File: config.mk
export PLATFORM = sky130hd
export DESIGN_NAME = bb_dual_arbiter_flat
export DESIGN_NICKNAME = d
export VERILOG_FILES = /design/src/rtl/bb_dual_arbiter_if.sv /design/src/rtl/bb_dual_arbiter.sv /design/src/flat_wrapper.sv
export SDC_FILE = /design/constraint.sdc
export NUM_CORES = 1
export LEC_CHECK = 0
export ABC_CLOCK_PERIOD_IN_PS = 2100
export CAP_MARGIN = 20
export CORE_ASPECT_RATIO = 1.75
export CORE_UTILIZATION = 51
export DETAILED_ROUTE_END_ITERATION = 6
export PLACE_DENSITY = 0.74
export SETUP_SLACK_MARGIN = 0.02
export SLEW_MARGIN = 20
export SYNTH_ARGS = -nofsm -noshare
export SYNTH_HDL_FRONTEND = slang
export SYNTH_SLANG_ARGS = --single-unit
File: constraint.sdc
create_clock -name clk -period 2.1 [get_ports clk]
set_clock_uncertainty 0.15 [all_clocks]
set_input_delay 0.525 -clock clk [delete_from_list [all_inputs] [get_ports clk]]
set_output_delay 0.525 -clock clk [all_outputs]
set_load 0.01 [all_outputs]
File: src/rtl/bb_dual_arbiter_if.sv
// Request/grant bundle between the two side controllers, the bridge and bb_dual_arbiter.
// master: requesters and bridge drive req/bus_done; slave: the arbiter drives grants and status.
interface bb_dual_arbiter_if;
    logic req_a;
    logic req_b;
    logic bus_done;
    logic grant_a;
    logic grant_b;
    logic bus_sel;
    logic bus_start;
    logic timeout;
    logic busy;

    modport master (
        output req_a, req_b, bus_done,
        input  grant_a, grant_b, bus_sel, bus_start, timeout, busy
    );

    modport slave (
        input  req_a, req_b, bus_done,
        output grant_a, grant_b, bus_sel, bus_start, timeout, busy
    );
endinterface

File: src/rtl/bb_dual_arbiter.sv
// Two-master arbiter for the shared bus bridge: round robin on ties, timeout and idle gap.
// Define ARB_FIXED_PRIO_EN to make side A win every tie instead (B may starve).
module bb_dual_arbiter #(
    parameter int unsigned TIMEOUT  = 4096,
    parameter int unsigned IDLE_GAP = 2,
    parameter int unsigned CNT_W    = 16
) (
    input  logic            clk,
    input  logic            rstn,
    bb_dual_arbiter_if.slave bus
);

    typedef enum logic [1:0] {
        ST_IDLE  = 2'd0,
        ST_GRANT = 2'd1,
        ST_GAP   = 2'd2
    } state_t;

    localparam logic [CNT_W-1:0] TO_LAST  = CNT_W'(TIMEOUT - 1);
    localparam logic [CNT_W-1:0] GAP_LAST = CNT_W'(IDLE_GAP - 1);

    state_t           state_q, state_d;
    logic [CNT_W-1:0] cnt_q, cnt_d;
    logic             sel_q, sel_d;
    logic             grant_a_q, grant_a_d;
    logic             grant_b_q, grant_b_d;
    logic             start_q, start_d;
    logic             timeout_q, timeout_d;
    logic             busy_q, busy_d;
    logic             pick;
    logic             owner_req;
    logic             rel_grant;
`ifndef ARB_FIXED_PRIO_EN
    logic             last_q, last_d;
`endif

    // Side chosen when leaving IDLE: 0 = A, 1 = B.
`ifdef ARB_FIXED_PRIO_EN
    assign pick = ~bus.req_a;
`else
    assign pick = (bus.req_a && bus.req_b) ? ~last_q : ~bus.req_a;
`endif

    assign owner_req = sel_q ? bus.req_b : bus.req_a;

    always_comb begin
        state_d   = state_q;
        cnt_d     = (cnt_q == '1) ? cnt_q : cnt_q + 1'b1;
        sel_d     = sel_q;
        start_d   = 1'b0;
        timeout_d = 1'b0;
        rel_grant = 1'b0;
`ifndef ARB_FIXED_PRIO_EN
        last_d    = last_q;
`endif
        case (state_q)
            ST_IDLE: begin
                cnt_d = '0;
                if (bus.req_a || bus.req_b) begin
                    state_d = ST_GRANT;
                    sel_d   = pick;
                    start_d = 1'b1;
`ifndef ARB_FIXED_PRIO_EN
                    last_d  = pick;
`endif
                end
            end
            ST_GRANT: begin
                // Completion and abort both outrank the timeout check.
                if (bus.bus_done || !owner_req) begin
                    rel_grant = 1'b1;
                end else if (TIMEOUT != 0 && cnt_q == TO_LAST) begin
                    rel_grant = 1'b1;
                    timeout_d = 1'b1;
                end
                if (rel_grant) begin
                    cnt_d   = '0;
                    state_d = (IDLE_GAP == 0) ? ST_IDLE : ST_GAP;
                end
            end
            ST_GAP: begin
                if (cnt_q == GAP_LAST) begin
                    state_d = ST_IDLE;
                    cnt_d   = '0;
                end
            end
            default: begin
                state_d = ST_IDLE;
                cnt_d   = '0;
            end
        endcase

        grant_a_d = (state_d == ST_GRANT) && !sel_d;
        grant_b_d = (state_d == ST_GRANT) &&  sel_d;
        busy_d    = (state_d != ST_IDLE);
    end

    always_ff @(posedge clk or negedge rstn) begin
        if (!rstn) begin
            state_q   <= ST_IDLE;
            cnt_q     <= '0;
            sel_q     <= 1'b0;
            grant_a_q <= 1'b0;
            grant_b_q <= 1'b0;
            start_q   <= 1'b0;
            timeout_q <= 1'b0;
            busy_q    <= 1'b0;
        end else begin
            state_q   <= state_d;
            cnt_q     <= cnt_d;
            sel_q     <= sel_d;
            grant_a_q <= grant_a_d;
            grant_b_q <= grant_b_d;
            start_q   <= start_d;
            timeout_q <= timeout_d;
            busy_q    <= busy_d;
        end
    end

`ifndef ARB_FIXED_PRIO_EN
    // B is the last owner after reset so A wins the first tie.
    always_ff @(posedge clk or negedge rstn) begin
        if (!rstn) last_q <= 1'b1;
        else       last_q <= last_d;
    end
`endif

    assign bus.grant_a   = grant_a_q;
    assign bus.grant_b   = grant_b_q;
    assign bus.bus_sel   = sel_q;
    assign bus.bus_start = start_q;
    assign bus.timeout   = timeout_q;
    assign bus.busy      = busy_q;

    a_grant_onehot: assert property (@(posedge clk) disable iff (!rstn)
        !(grant_a_q && grant_b_q));

endmodule

File: src/flat_wrapper.sv
// flat-port wrapper written by rule: the top's interface ports become plain ports
module bb_dual_arbiter_flat 
#(
    parameter int unsigned TIMEOUT  = 4096,
    parameter int unsigned IDLE_GAP = 2,
    parameter int unsigned CNT_W    = 16
)
  (clk, rstn, bus_req_a, bus_req_b, bus_bus_done, bus_grant_a, bus_grant_b, bus_bus_sel, bus_bus_start, bus_timeout, bus_busy);
  bb_dual_arbiter_if bus_i ();
  input  logic clk;
  input  logic rstn;
  input wire logic [$bits(bus_i.req_a)-1:0] bus_req_a;
  input wire logic [$bits(bus_i.req_b)-1:0] bus_req_b;
  input wire logic [$bits(bus_i.bus_done)-1:0] bus_bus_done;
  output wire logic [$bits(bus_i.grant_a)-1:0] bus_grant_a;
  output wire logic [$bits(bus_i.grant_b)-1:0] bus_grant_b;
  output wire logic [$bits(bus_i.bus_sel)-1:0] bus_bus_sel;
  output wire logic [$bits(bus_i.bus_start)-1:0] bus_bus_start;
  output wire logic [$bits(bus_i.timeout)-1:0] bus_timeout;
  output wire logic [$bits(bus_i.busy)-1:0] bus_busy;
  assign bus_i.req_a = bus_req_a;
  assign bus_i.req_b = bus_req_b;
  assign bus_i.bus_done = bus_bus_done;
  assign bus_grant_a = bus_i.grant_a;
  assign bus_grant_b = bus_i.grant_b;
  assign bus_bus_sel = bus_i.bus_sel;
  assign bus_bus_start = bus_i.bus_start;
  assign bus_timeout = bus_i.timeout;
  assign bus_busy = bus_i.busy;
  bb_dual_arbiter #(.TIMEOUT(TIMEOUT), .IDLE_GAP(IDLE_GAP), .CNT_W(CNT_W)) u_core (.clk(clk), .rstn(rstn), .bus(bus_i));
endmodule
==> run metrics, run 1 <==
Std-Cell Rows 24; number of top-level pins 11; IO Port Bufs 10; Die X between 40 and 50 um; GRT Total Usage 0.2556; FF+latch count, synth 25; post-synth top area cell dfrtp_1; Slew @ Worst Pin 339.4 ps; H-tree Lvls 1; cell leakage power ~0.76 nW; Num CTS Buffers 3; placer congestion estimate 0.8134; Mapped Area approximately 1400 sq um; CTS max path bufs 2; Slowest Stage Delay on Critical Path about 560 ps; Synth area leaders dfrtp_1 44%, ha_1 5.5%, xor2_1 5.1%, nor2_1 4.4%, and4_1 3.2%; Tcrit/Tclk final 1.023; Critical Path RT 2100 ps; Post-synth EDFFs 0; CTS tree yes; number of global-route vias before repair 1187; cells along the critical path or4_4 > o41ai_4 > o21ai_2 > o221ai_2 > nor3_1; NetSw around 0.0005 W; Yosys warning total 0; die height between 70 and 80 um; core area 2522 sq um; total number of vias ~1100; Seq/Total Area, Yosys 0.4567; # diodes 0; post-route setup slack -49.34 ps; Post-Syn Nets about 140; endpoint type of the worst setup path register; synthesized area per cell between 10 and 15 sq um; Hold Vio Cnt, Final 0; clock sinks 25; post-route antenna net violation count 0; failing checks negative setup slack; nets@finish between 150 and 200; Max VDD drop 794.3 uV; CP Buf/Inv Count 0; switch share 0.3458; WL per Instance about 16 um; clock-pin slew on the worst setup and hold paths 80 ps; Mapped Cells between 100 and 150; Area Growth Syn to Fin 24.98%; fmax 465.3 MHz; slowest CP cell or4_4; status finished with violations; Root Buffer clkbuf_8; CP Class register to register; CTS Hold Bufs 0; Starting Density 0.5441; final setup TNS -131.7 ps; Initial DRC Count 23; pin count of the biggest net entering global routing 26; most frequent cells in the layout 24 x dfrtp_1, 21 x buf_4, 16 x nor2_1, 10 x clkdlybuf4s50_1, 8 x xor2_1; 1st-pass router iterations 4; P_int around 0.00096 W; worst skew pair latency 270 ps; Post-synth top flop dfrtp_1; RSZ-0062 raised after global routing yes; global-route wire length before repair slightly above 5000 um; post-synth top area share 0.4376; Remaining DRCs 0; share of layout cells above drive strength 1 0.2671; register share of total power 0.425; clock power share 0.192; Finish-stage setup viols 4; Worst Setup Start Kind register; routed wire length ~3000 um; Critical Path AT 2150 ps; Overflow after GRT 0; Gate power share 0.384; hpwl dp 2237 um; Core Util, Final 0.6801; Max Cap Violations 0; Slew Viols, Final 0; Top delay family on crit path compound AO/OA/AOI/OAI gates; Synth cell types 44; crit path max fanout 4; slew margin rel. 0.7733; initial antenna violation count 0; minimum clock period ~2100 ps; most common cell after layout, fill and taps aside dfrtp_1; pwr dens 858.0 nW/um^2; vias per inst ~5.9; Min-Delay Path Class register to register; die area ~2900 sq um; ys async rst share 1.000
==> registers in the layout (all words and copies together) (netlist names) <==
name,count
u_core.bus.grant_a,1
u_core.bus.timeout,1
u_core.cnt_q,16
u_core.bus.bus_start,1
u_core.bus.busy,1
u_core.bus.grant_b,1
u_core.state_q,2
u_core.last_q,1
u_core.bus.bus_sel,1
==> what timing repair did <==
| action | 4_1_cts | 5_1_grt |
|---|---|---|
| pin swaps | 2 | 1 |
| setup endpoints to repair | 20 | 20 |
| setup buffers | 1 | 0 |
| resized for setup | 3 | 2 |
==> worst reg2reg max path: stages (launching register included) <==
cell      delay, ps
dfrtp_1         400
or4_4           560
o41ai_4         420
o21ai_2         150
o221ai_2        260
nor3_1          100
==> per-layer routing <==
| metal | vias to the layer above | wire length [um] | global-route usage |
|---|---|---|---|
| met4 | 0 | 188 | 0.1900 |
| met3 | 16 | 67 | 0.03448 |
| met1 | 537 | 1086 | 0.2606 |
| met5 | - | 0 | 0 |
| met2 | 27 | 1675 | 0.4253 |
| li1 | 529 | - | - |
==> power groups by stage <==
stage,Clock (W),Sequential [W],Combinational (W)
after global routing,0.000306,0.000634,0.000625
after global placement,0,0.000629,0.000530
after detailed placement,0,0.000635,0.000549
final,0.000282,0.000625,0.000565
after floorplan,0,0.000642,0.000342
after CTS,0.000288,0.000625,0.000564
==> Yosys cell counts, drive strengths merged, types with 3 or more instances <==
cell type  instances
nand4              3
a21oi              6
inv                7
xor2               8
nor3               5
nand2              5
dfrtp             24
buf                3
and3               6
nor2b              3
nor2              16
and4               5
o211ai             3
ha                 6
==> final cells by class <==
| class | instances | area, sq um |
|---|---|---|
| repair buffers | 31 | 257.7 |
| clock buffers | 4 | 45.04 |
| flip-flops and latches | 25 | 626.9 |
| inverters | 7 | 26.28 |
| well taps | 26 | 32.53 |
| multi-input cells | 94 | 726.9 |
| fillers | 226 | 807.0 |
==> path summary, 6_finish.rpt <==
kind	startpoint	to	slack [ps]	depth (start not counted)
max	u_core.cnt_q[9]$_DFF_PN0_	u_core.bus.grant_a$_DFF_PN0_	-50	5
min	u_core.last_q$_DFFE_PN1P_	u_core.last_q$_DFFE_PN1P_	380	2
max reg2reg	u_core.cnt_q[9]$_DFF_PN0_	u_core.bus.grant_a$_DFF_PN0_	-50	5
min reg2reg	u_core.last_q$_DFFE_PN1P_	u_core.last_q$_DFFE_PN1P_	380	2
max in group asynchronous	rstn	u_core.last_q$_DFFE_PN1P_	1040	2
min in group asynchronous	rstn	u_core.cnt_q[11]$_DFF_PN0_	470	2
==> metrics by stage <==
stage | hold WS, ps | total power (W) | worst slack, ps | area (sq um) | cells
after floorplan | 79.41 | 0.0009847 | 36.17 | 1376 | 130
after global placement | 361.9 | 0.001159 | -41.93 | 1634 | 182
after detailed placement | 366.4 | 0.001183 | -80.36 | 1634 | 182
after CTS | 378.4 | 0.001478 | -34.76 | 1709 | 187
after global routing | 413.8 | 0.001565 | -133.2 | 1715 | 187
final | 377.1 | 0.001472 | -49.34 | 1715 | 187
==> cells by family after synthesis <==
logic type | count (synthesis) | synth area share
flops | 25 | 0.4567
fa+ha+maj | 6 | 0.05469
mux | 1 | 0.008204
buf+inv | 11 | 0.03737
xor+xnor | 10 | 0.06381
compound gates | 21 | 0.1149
simple gates | 56 | 0.2644
No activity file was read; power rests on OpenSTA's default activity.
==> run 2, diff against run 1 <==
--- a/config.mk
+++ b/config.mk
@@ -11,6 +11,7 @@
 export CORE_UTILIZATION = 51
 export DETAILED_ROUTE_END_ITERATION = 6
 export PLACE_DENSITY = 0.74
+export REMOVE_ABC_BUFFERS = 1
 export SETUP_SLACK_MARGIN = 0.02
 export SLEW_MARGIN = 20
 export SYNTH_ARGS = -nofsm -noshare
==> run 2 against run 1 <==
Clock-buffer cell count stayed put; the flow still finishes with violations (negative setup slack); highest routed layer unchanged; largest power group unchanged; global-route usage shrank 2.1 points; clock power is essentially flat; combinational power is 8.7% higher; sequential share of layout area down 0.19 points; routed wire length down 1.3%.
==> run metrics, run 2 (synthesis results as in run 1) <==
slowest CP cell or4_4 (unchanged); cells along the critical path or4_4 > o41ai_4 > o21ai_1 > buf_4 > o221ai_4 > nor3b_1 (was or4_4 > o41ai_4 > o21ai_2 > o221ai_2 > nor3_1); fmax 468.6 MHz (was 465.3 MHz); failing checks negative setup slack (unchanged); number of global-route vias before repair 1071 (was 1187); routed wire length 2978 um (was 3017 um); # diodes 0 (unchanged); clock-pin slew on the worst setup and hold paths 80 ps (about the same); hpwl dp 2229 um (was 2237 um); slew margin rel. 0.7763 (was 0.7733); Max VDD drop 718.0 uV (was 794.3 uV); CP Class register to register (unchanged); most common cell after layout, fill and taps aside dfrtp_1 (unchanged); WL per Instance 15.84 um (was 16.13 um); 1st-pass router iterations 4 (unchanged); placer congestion estimate 0.8323 (was 0.8134); clock sinks 25 (unchanged); max reg flops 16 (unchanged); Hold Vio Cnt, Final 0 (unchanged); Slew @ Worst Pin 334.9 ps (was 339.4 ps); Num CTS Buffers 3 (unchanged); total number of vias 1082 (was 1109); Fill cells 210 (was 226); Root Buffer clkbuf_8 (unchanged); Max Cap Violations 0 (unchanged); status finished with violations (unchanged); Min-Delay Path Class register to register (unchanged); endpoint type of the worst setup path register (unchanged); GRT Total Usage 0.2347 (was 0.2556); Final Instance Count excl. Fillers 188 (was 187); power consumption 0.001522 W (was 0.001472 W); P_int 0.0009951 W (was 0.0009629 W); nets@finish 174 (was 173); Slowest Stage Delay on Critical Path 550 ps (was 560 ps); minimum clock period 2134 ps (was 2149 ps); Die X 41.22 um (unchanged); die area 2911 sq um (unchanged); Overflow after GRT 0 (unchanged); CTS Hold Bufs 0 (unchanged); die height 70.63 um (unchanged); worst skew pair latency 260 ps (was 270 ps); Critical Path RT 2100 ps (about the same); pin count of the biggest net entering global routing 26 (unchanged); Finish-stage setup viols 9 (was 4); clock power share 0.186 (was 0.192); Area Growth Syn to Fin 25.62% (was 24.98%); Placement Setup Slack -161.6 ps (was -80.36 ps); core area 2522 sq um (unchanged); CP Buf/Inv Count 1 (was 0); Remaining DRCs 0 (unchanged); most frequent cells in the layout 24 x dfrtp_1, 22 x buf_4, 16 x nor2_1, 10 x clkdlybuf4s50_1, 8 x xor2_1 (was 24 x dfrtp_1, 21 x buf_4, 16 x nor2_1, 10 x clkdlybuf4s50_1, 8 x xor2_1); H-tree Lvls 1 (unchanged); Top delay family on crit path compound AO/OA/AOI/OAI gates (unchanged); IO Port Bufs 10 (unchanged); cell leakage power 0.7646 nW (was 0.7608 nW); register area 626.9 sq um (unchanged); vias per inst 5.755 (was 5.930); CTS max path bufs 2 (unchanged); Critical Path AT 2130 ps (was 2150 ps); CTS tree yes (unchanged); Placed Area 1638 sq um (was 1634 sq um); crit path max fanout 4 (unchanged); switch share 0.3461 (was 0.3458); top flop regs u_core.cnt_q (16), u_core.state_q (2) (unchanged); Top reg by flops u_core.cnt_q (unchanged); share of layout cells above drive strength 1 0.2593 (was 0.2671); Slew Viols, Final 0 (unchanged); post-route antenna net violation count 0 (unchanged); post-placement cell count 183 (was 182); Std-Cell Rows 24 (unchanged); Initial DRC Count 24 (was 23); pwr dens 882.6 nW/um^2 (was 858.0 nW/um^2); Worst Setup Start Kind register (unchanged); Final Cell Area 1724 sq um (was 1715 sq um); Tcrit/Tclk final 1.016 (was 1.023); number of top-level pins 11 (unchanged); initial antenna violation count 0 (unchanged); area of the multi-input gates 728.2 sq um (was 726.9 sq um); post-route setup slack -34.13 ps (was -49.34 ps); global-route wire length before repair 4719 um (was 5106 um); NetSw 0.0005266 W (was 0.0005090 W); register share of total power 0.410 (was 0.425); Gate power share 0.404 (was 0.384); Starting Density 0.5441 (unchanged); RSZ-0062 raised after global routing yes (unchanged)
## run 2: cell types whose count changed in the layout (fill, tap and decap cells not counted)
| cell | change |
|---|---|
| buf_4 | +1 |
| o21ai_2 | -1 |
| a311oi_2 | -1 |
| o221ai_4 | +1 |
| a311oi_1 | +1 |
| o21ai_1 | +1 |
| o221ai_2 | -1 |
## run 2: tightest hold or removal path: stages (launching register included)
cell and delay [ps]:
dfstp_2 380, a21oi_1 120, a31oi_1 50
## run 2: path summary, 6_finish.rpt
| path | from | to | slack (ps) | cells past startpoint |
|---|---|---|---|---|
| hold reg to reg | u_core.last_q$_DFFE_PN1P_ | u_core.last_q$_DFFE_PN1P_ | 390 | 2 |
| min in group asynchronous | rstn | u_core.cnt_q[14]$_DFF_PN0_ | 470 | 2 |
| setup reg to reg | u_core.cnt_q[3]$_DFF_PN0_ | u_core.bus.grant_b$_DFF_PN0_ | -30 | 6 |
| hold / removal | u_core.last_q$_DFFE_PN1P_ | u_core.last_q$_DFFE_PN1P_ | 390 | 2 |
| setup / recovery | u_core.cnt_q[3]$_DFF_PN0_ | u_core.bus.grant_b$_DFF_PN0_ | -30 | 6 |
| max in group asynchronous | rstn | u_core.last_q$_DFFE_PN1P_ | 1040 | 2 |
## run 2: final cells by class
type / count / share of cell area
flip-flops and latches: 25 / 0.3636
clock buffers: 4 / 0.02612
repair buffers: 32 / 0.1538
multi-input cells: 94 / 0.4224
well taps: 26 / 0.01887
inverters: 7 / 0.01524
## run 2: timing repair
action,CTS,global route
cloned,0,0
pin swaps,2,2
setup buffers,0,1
resized for setup,4,1
endpoints found under the setup margin,20,20
## run 2: metal layers
layer,vias to the layer above,global-route usage,routed length [um]
li1,529,-,-
met1,529,0.2490,1084
met3,6,0.02194,49
met5,-,0,0
met2,18,0.4201,1768
met4,0,0.1075,75
## run 2: power groups by stage
stage / Combinational (W) / Clock (W) / Sequential [W]
floorplan: 0.000323 / 0 / 0.000642
global placement: 0.000538 / 0 / 0.000628
detailed placement: 0.000565 / 0 / 0.000632
CTS: 0.000618 / 0.000286 / 0.000626
global route: 0.000664 / 0.000299 / 0.000632
finish: 0.000614 / 0.000284 / 0.000624
## run 2: through the flow
| step | setup TNS, ps | utilization | hold WS, ps |
|---|---|---|---|
| 6_report | -118.7 | 0.6835 | 394.7 |
| 5_1_grt | -1236 | 0.6835 | 434.7 |
| 4_1_cts | -285.0 | 0.6786 | 402.5 |
| 3_5_place_dp | -1985 | 0.6493 | 389.5 |
| 3_3_place_gp | -353.4 | 0.6493 | 362.6 |
| 2_1_floorplan | -29.72 | - | 79.41 |
